[config.mk]
export PLATFORM = sky130hd
export DESIGN_NAME = rc5_key_schedule
export DESIGN_NICKNAME = d
export VERILOG_FILES = /design/src/rtl/rc5_pkg.sv /design/src/rtl/rc5_rotl.sv /design/src/rtl/rc5_key_schedule.sv
export SDC_FILE = /design/constraint.sdc
export NUM_CORES = 2
export LEC_CHECK = 0
export CORE_MARGIN = 2
export CORE_UTILIZATION = 45
export DETAILED_ROUTE_END_ITERATION = 10
export SLEW_MARGIN = 15
export SYNTH_ARGS = -nofsm -noshare
export SYNTH_HDL_FRONTEND = slang
export SYNTH_HIERARCHICAL = 1
export SYNTH_SLANG_ARGS = --single-unit
export TNS_END_PERCENT = 20
[constraint.sdc]
create_clock -name clk -period 87.9 [get_ports clk]
set_input_delay 17.58 -clock clk [delete_from_list [all_inputs] [get_ports clk]]
set_output_delay 17.58 -clock clk [all_outputs]
set_load 0.02 [all_outputs]
[src/rtl/rc5_pkg.sv]
// Shared definitions for the RC5 blocks: magic constants, size derivations,
// the log2 helper and the key-schedule FSM encoding.
package rc5_pkg;

  localparam logic [15:0] P16 = 16'hB7E1;
  localparam logic [15:0] Q16 = 16'h9E37;
  localparam logic [31:0] P32 = 32'hB7E15163;
  localparam logic [31:0] Q32 = 32'h9E3779B9;
  localparam logic [63:0] P64 = 64'hB7E151628AED2A6B;
  localparam logic [63:0] Q64 = 64'h9E3779B97F4A7C15;

  function automatic int log2c(input int v);
    int r;
    r = 0;
    for (int b = 0; b < 31; b++) begin
      if ((1 << b) < v) r = b + 1;
    end
    return r;
  endfunction

  // Index width that never collapses to zero bits.
  function automatic int idx_w(input int v);
    return (log2c(v) < 1) ? 1 : log2c(v);
  endfunction

  function automatic int calc_t(input int rounds);
    return 2 * rounds + 2;
  endfunction

  function automatic int calc_c(input int key_bytes, input int word_bits);
    int u;
    int c;
    u = word_bits / 8;
    c = (key_bytes + u - 1) / u;
    return (c < 1) ? 1 : c;
  endfunction

  function automatic int calc_n(input int t, input int c);
    return 3 * ((t > c) ? t : c);
  endfunction

  typedef enum logic [2:0] {
    ST_IDLE,
    ST_LOAD_L,
    ST_INIT_S,
    ST_MIX,
    ST_DONE
  } state_t;

endpackage

[src/rtl/rc5_rotl.sv]
// Combinational W-bit left rotator built as a log2(W)-stage barrel shifter;
// shared by the key schedule and the cipher rounds.
module rc5_rotl
  import rc5_pkg::*;
#(
  parameter int W = 32
) (
  input  logic [W-1:0]          din,
  input  logic [log2c(W)-1:0]   amt,
  output logic [W-1:0]          dout
);

  localparam int LW = log2c(W);

  logic [W-1:0] stage [LW+1];

  assign stage[0] = din;

  for (genvar g = 0; g < LW; g++) begin : g_stage
    localparam int SH = 1 << g;
    assign stage[g+1] = amt[g] ? {stage[g][W-SH-1:0], stage[g][W-1 -: SH]} : stage[g];
  end

  assign dout = stage[LW];

endmodule

[src/rtl/rc5_key_schedule.sv]
// RC5 key expansion: loads L from the key, seeds S with PW/QW, then runs the
// 3*max(T,C) mixing loop; the finished S table is read through a registered port.
module rc5_key_schedule
  import rc5_pkg::*;
#(
  parameter int          W  = 32,
  parameter int          B  = 16,
  parameter int          R  = 12,
  parameter logic [W-1:0] PW = P32,
  parameter logic [W-1:0] QW = Q32
) (
  input  logic                          clk,
  input  logic                          rst,
  input  logic                          iStart,
  input  logic [8*B-1:0]                iKey,
  input  logic [idx_w(calc_t(R))-1:0]   iS_addr,
  output logic [W-1:0]                  oS_data,
  output logic                          oBusy,
  output logic                          oDone
);

  localparam int U  = W / 8;
  localparam int UB = log2c(U);
  localparam int LW = log2c(W);
  localparam int T  = calc_t(R);
  localparam int C  = calc_c(B, W);
  localparam int N  = calc_n(T, C);
  localparam int AW = idx_w(T);
  localparam int KW = idx_w(B);
  localparam int JW = idx_w(C);
  localparam int NW = idx_w(N);

  localparam logic [AW-1:0] I_LAST = AW'(T - 1);
  localparam logic [JW-1:0] J_LAST = JW'(C - 1);
  localparam logic [NW-1:0] N_LAST = NW'(N - 1);

  state_t state;
  state_t next_state;
  logic   start_accept;

  logic [8*B-1:0] key_q;
  logic [W-1:0]   s_mem [T];
  logic [W-1:0]   l_mem [C];
  logic [KW-1:0]  k;
  logic [AW-1:0]  i;
  logic [JW-1:0]  j;
  logic [NW-1:0]  n;
  logic [W-1:0]   a_reg;
  logic [W-1:0]   b_reg;
  logic [W-1:0]   init_val;

  logic [JW-1:0]  l_idx;
  logic [7:0]     key_byte;
  logic [W-1:0]   s_sum;
  logic [W-1:0]   a_new;
  logic [W-1:0]   sum_ab;
  logic [W-1:0]   l_sum;
  logic [W-1:0]   b_new;

  assign l_idx    = JW'(k >> UB);
  assign key_byte = key_q[8*k +: 8];

  // One mixing step: A from S[i], then B from L[j] rotated by (A+B).
  assign s_sum  = s_mem[i] + a_reg + b_reg;
  assign sum_ab = a_new + b_reg;
  assign l_sum  = l_mem[j] + sum_ab;

  rc5_rotl #(.W(W)) u_rotl_a (
    .din  (s_sum),
    .amt  (LW'(3)),
    .dout (a_new)
  );

  rc5_rotl #(.W(W)) u_rotl_b (
    .din  (l_sum),
    .amt  (sum_ab[LW-1:0]),
    .dout (b_new)
  );

  always_ff @(posedge clk or posedge rst) begin
    if (rst) state <= ST_IDLE;
    else     state <= next_state;
  end

  always_comb begin
    next_state   = state;
    start_accept = 1'b0;
    case (state)
      ST_IDLE: begin
        if (iStart) begin
          next_state   = ST_LOAD_L;
          start_accept = 1'b1;
        end
      end
      ST_LOAD_L: if (k == '0)     next_state = ST_INIT_S;
      ST_INIT_S: if (i == I_LAST) next_state = ST_MIX;
      ST_MIX:    if (n == N_LAST) next_state = ST_DONE;
      ST_DONE: begin
        if (iStart) begin
          next_state   = ST_LOAD_L;
          start_accept = 1'b1;
        end
      end
      default: next_state = ST_IDLE;
    endcase
  end

  // Datapath; oDone follows one edge after DONE is entered.
  always_ff @(posedge clk or posedge rst) begin
    if (rst) begin
      for (int x = 0; x < T; x++) s_mem[x] <= '0;
      for (int x = 0; x < C; x++) l_mem[x] <= '0;
      key_q    <= '0;
      k        <= '0;
      i        <= '0;
      j        <= '0;
      n        <= '0;
      a_reg    <= '0;
      b_reg    <= '0;
      init_val <= '0;
      oBusy    <= 1'b0;
      oDone    <= 1'b0;
      oS_data  <= '0;
    end else begin
      oS_data <= (int'(iS_addr) < T) ? s_mem[iS_addr] : '0;
      if (start_accept) begin
        key_q <= iKey;
        for (int x = 0; x < C; x++) l_mem[x] <= '0;
        k     <= KW'(B - 1);
        oBusy <= 1'b1;
        oDone <= 1'b0;
      end else begin
        case (state)
          ST_LOAD_L: begin
            l_mem[l_idx] <= (l_mem[l_idx] << 8) + W'(key_byte);
            if (k == '0) begin
              i        <= '0;
              init_val <= PW;
            end else begin
              k <= k - 1'b1;
            end
          end
          ST_INIT_S: begin
            s_mem[i] <= init_val;
            init_val <= init_val + QW;
            if (i == I_LAST) begin
              i     <= '0;
              j     <= '0;
              n     <= '0;
              a_reg <= '0;
              b_reg <= '0;
            end else begin
              i <= i + 1'b1;
            end
          end
          ST_MIX: begin
            s_mem[i] <= a_new;
            l_mem[j] <= b_new;
            a_reg    <= a_new;
            b_reg    <= b_new;
            i        <= (i == I_LAST) ? '0 : i + 1'b1;
            j        <= (j == J_LAST) ? '0 : j + 1'b1;
            n        <= n + 1'b1;
          end
          ST_DONE: begin
            oBusy <= 1'b0;
            oDone <= 1'b1;
          end
          default: ;
        endcase
      end
    end
  end

endmodule

After elaboration in Yosys (flattened, before gate mapping)
Index checks and enable logic that the tools add are counted.
Storage, ports and cells
  register bits: 1239
  bits of input ports: 136
  output and inout port bits: 34
Operators by class
  $add $sub $neg: 10
  magnitude comparators: 8
  eq/ne operators: 12
  shifts and indexed selects: 1
  muxes and demuxes: 58
  bitwise logic cells: 5
  reductions and logical operators: 19
Operator list (number)
  $bwmux W832: 2
  $pmux W832 S2: 1
  $mux W32: 17
  $bmux W32 S5: 2
  $bwmux W128: 2
  $pmux W128 S2: 1
  $pmux W32 S2: 3
  $demux W32 S5: 1
  $add A32 B32 Y32: 4
  $bmux W32 S2: 2
  $demux W32 S2: 2
  $mux W128: 1
  $shiftx A128 B8 Y8: 1
  $mux W24: 2
  $add A32 B32 Y32 const B: 1
  $add A32 B8 Y32: 1
  $pmux W7 S2: 1
  $ge A6 B6 Y1 const B: 2
  $mux W3: 4
  $mux W4: 3
  $not A5 Y6: 2
  $pmux W3 S4: 1
  $mux W5: 2
  $pmux W5 S2: 1
  other kinds (31): 54

Depth between registers and ports, before layout
  depth in word-level cells: 16
  gate-level depth with buffers: 52
  depth with buffers taken out: 49

Cells and area by module
Netlist, hierarchy kept.
Modules (own cells, without submodules)
  rc5_key_schedule: instances 1, cells an instance 6545, area each 66630.2 µm²
  rc5_rotl: instances 2, cells an instance 116, area each 1948.1 µm²

Worst setup path before layout
Ideal clock, no wire load.
  path kind: input -> register
  start point: in iS_addr[0]
  end point: reg oS_data[0]
  library setup time: 0.137 ns
  arrival: 19.320 ns
  setup slack: 68.443 ns
  stages on the path: 7
  cells stage by stage: buf_2 > buf_4 > buf_2 > buf_2 > mux4_2 > a21oi_1 > a21oi_1
Between the ends
  cells in the longest elaborated chain, start to end: 5
Ends and longest elaborated chain
  start, declared: line rc5_key_schedule.sv:16  | input logic [idx_w(calc_t(R))-1:0] iS_addr,
  $not A5 Y6 (implied by the code): line rc5_key_schedule.sv:125  | oS_data <= (int'(iS_addr) < T) ? s_mem[iS_addr] : '0;
  $bmux W32 S5: line rc5_key_schedule.sv:125
  $mux W32 (implied by the code) (2 in a row): line rc5_key_schedule.sv:125
  $mux W32 *: line rc5_key_schedule.sv:125
  end signal, assigned: line rc5_key_schedule.sv:125
  end, declared: line rc5_key_schedule.sv:17  | output logic [W-1:0] oS_data,
Mark *: on every way between the ends. The rest lies on a longest branch, timed or not. The select of a mux whose other input is x is not followed.
A chain may end at the register's enable or synchronous reset.

==> qor.txt <==
status -> completed
post-CTS sizing -> 0
Worst R2R End -> l_mem[2]$_DFFE_PP0P_
synthesis-stage register bit count -> 1,239
Critical Path RT -> 88,640 ps
# hold bufs at CTS -> 0
boundary pin count -> 170
Final #Nets -> 6,913
Largest Register -> s_mem
final WL -> 240,000 um
min-delay src -> l_mem[63]$_DFFE_PP0P_
Die Footprint -> 160,000 um2
Regs by FF count -> s_mem (832), key_q (128), l_mem (128)
setup TNS -> 0 ps
Worst Reg-to-Reg Cells -> 44
Die X-Extent -> 400 um
number of synthesized flops with an enable pin -> 0
row count -> 145
post-CTS setup buffers -> 0
clock sink count -> 1,239
share of layout cells above drive strength 1 -> 16.2%
grt ovf -> 0
top cells by area, synth -> dfrtp_1 (44%), mux4_2 (17%), nand2_1 (8.7%)
startpoint types -> input port
CTS tree -> built
Hold Path Class -> flip-flop to flip-flop
Synth top area share -> 44.0%
period utilization -> 23.5%
RSZ-0062 raised after global routing -> false
Synth Flop Type -> dfrtp_1
Synth area leader -> dfrtp_1
syn avg cell area -> 10.4 um2
Slew HR -> 10.7%
register area share after synthesis -> 44.0%
Core Footprint -> 156,000 um2
Max clock buf depth -> 3
R2R Path Start -> i[0]$_DFFE_PP0P_
initial drt markers -> 5,986
routability cong. -> 0.948
WHS Endpoint -> l_mem[63]$_DFFE_PP0P_
CTS Root Cell -> clkbuf_16
Clk pin slew, worst setup/hold paths -> 60 ps
Layout area overhead -> 11.6%
first-pass GRT wire length -> 358,000 um
Post-DP HPWL -> 148,000 um
drt wl/cell -> 27.2 um
critical setup path kind -> input port to async pin
vias per std cell -> 6.31
Setup Skew -> 26.3 ps
Least-Margin Pin Slew -> 1340 ps
reg2reg setup slack -> 72,590 ps
CTS Buf Count -> 144
die height -> 400 um
Fin. Hold Viols -> 0
Synth Warn # -> 6
max-cap viol count -> 0
initial antenna violation count -> 8
initial core utilization -> 45.3%
count of pins over their slew limit -> 0
gr usage total -> 30.1%
FMAX -> 48.5 MHz
final setup vio count -> 0
Clock Latency Late Sink -> 800 ps
DR vias -> 55,700
ys async rst share -> 100%
H-tree Lvls -> 4
hold-critical path depth -> 2
most common library cell in the layout ignoring fill and taps -> nand2_1
Detail Route Antenna Nets -> 0
PortBufs -> 169
fin crit period -> 20,620 ps
crit path DAT -> 21,360 ps
most frequent cells in the layout -> nand2_1 (1,612), dfrtp_1 (1,232), o21ai_0 (960), mux4_2 (544), a21oi_1 (197)
First-pass DRT Iterations -> 8
max reg flops -> 832
Syn Inst Count -> 6,777
vias in the first global route -> 53,700
Cell Area, Synth -> 70,500 um2
Post-route DRC -> 0
largest net degree at the start of global routing -> 164
Cell variety after synth -> 84
Crit Path Max Fanout -> 163
Crit. End Element -> async pin
## critical path, stage by stage
cell and delay, ps:
clkdlybuf4s50_1 490, inv_8 550, buf_4 760, buf_12 710, buf_4 910
## metrics by stage
stage	utilization [%]	hold WS [ps]	cell area, um2	worst slack, ps	std cells
2_1_floorplan	-	440	70500	35410	6780
3_3_place_gp	47.4	453	73900	66430	8550
3_5_place_dp	47.4	458	73900	66400	8550
4_1_cts	50.5	472	78700	67240	8810
5_1_grt	50.5	489	78700	66790	8811
6_report	50.5	468	78700	67280	8813
## Yosys cell counts, types with 31 or more instances
cell / count
xor2_1: 41
mux4_2: 544
nor2_1: 167
a22oi_1: 31
a31oi_1: 122
o221ai_1: 44
xnor2_1: 82
a21oi_1: 202
ha_1: 105
mux2_2: 67
a22o_1: 38
a32oi_1: 33
buf_1: 46
dfrtp_1: 1239
nor3_1: 33
nand3_1: 60
mux2i_1: 197
inv_1: 42
a21o_1: 40
o21ai_0: 960
and3_1: 116
buf_2: 86
o31ai_1: 108
clkbuf_1: 446
nand2_1: 1638
fa_1: 34
## final cells by class
class                      count  area, um2
multi-input combinational   4902      37300
sequential                  1239      31000
clock inverter                55        658
tap                         2058       2570
clock buffer                 205       4160
inverter                      43        169
antenna                        3       7.51
fill                       13900      77100
timing repair buffer         308       2820
## how the worst max path moves through the flow
| stage | to | startpoint | cells after the start | slack (ps) |
|---|---|---|---|---|
| after CTS | s_mem[147]$_DFFE_PP0P_ | rst | 5 | 67240 |
| after detailed placement | s_mem[249]$_DFFE_PP0P_ | rst | 5 | 66400 |
| after floorplan | a_reg[0]$_DFFE_PP0P_ | rst | 1 | 35410 |
| final | s_mem[147]$_DFFE_PP0P_ | rst | 5 | 67280 |
| after global placement | s_mem[431]$_DFFE_PP0P_ | rst | 5 | 66430 |
| after global routing | s_mem[626]$_DFFE_PP0P_ | rst | 5 | 66790 |
## per-layer routing
| layer | vias to the layer above | track usage (%) | part of all wire (%) |
|---|---|---|---|
| li1 | 24300 | - | - |
| met1 | 27900 | 43.3 | 43 |
| met2 | 2799 | 43.6 | 43 |
| met3 | 589 | 6.94 | 9.5 |
| met4 | 6 | 12.8 | 4.7 |
| met5 | - | 0 | 0.016 |
## kinds of logic (layout without fill, tap and decap cells)
kind of cell	after synthesis	in the layout	synth area share, %
other cells	2	8	0.0106
fa+ha+maj	139	139	2.83
xor+xnor	123	123	1.53
simple gates	2115	2115	12.2
mux	814	814	21.5
flops	1239	1239	44.0
buf+inv	639	611	3.74
compound gates	1706	1706	14.2
Power is not shown: default switching activity piles up to over one toggle a cycle in this logic, so the estimate is an artifact.
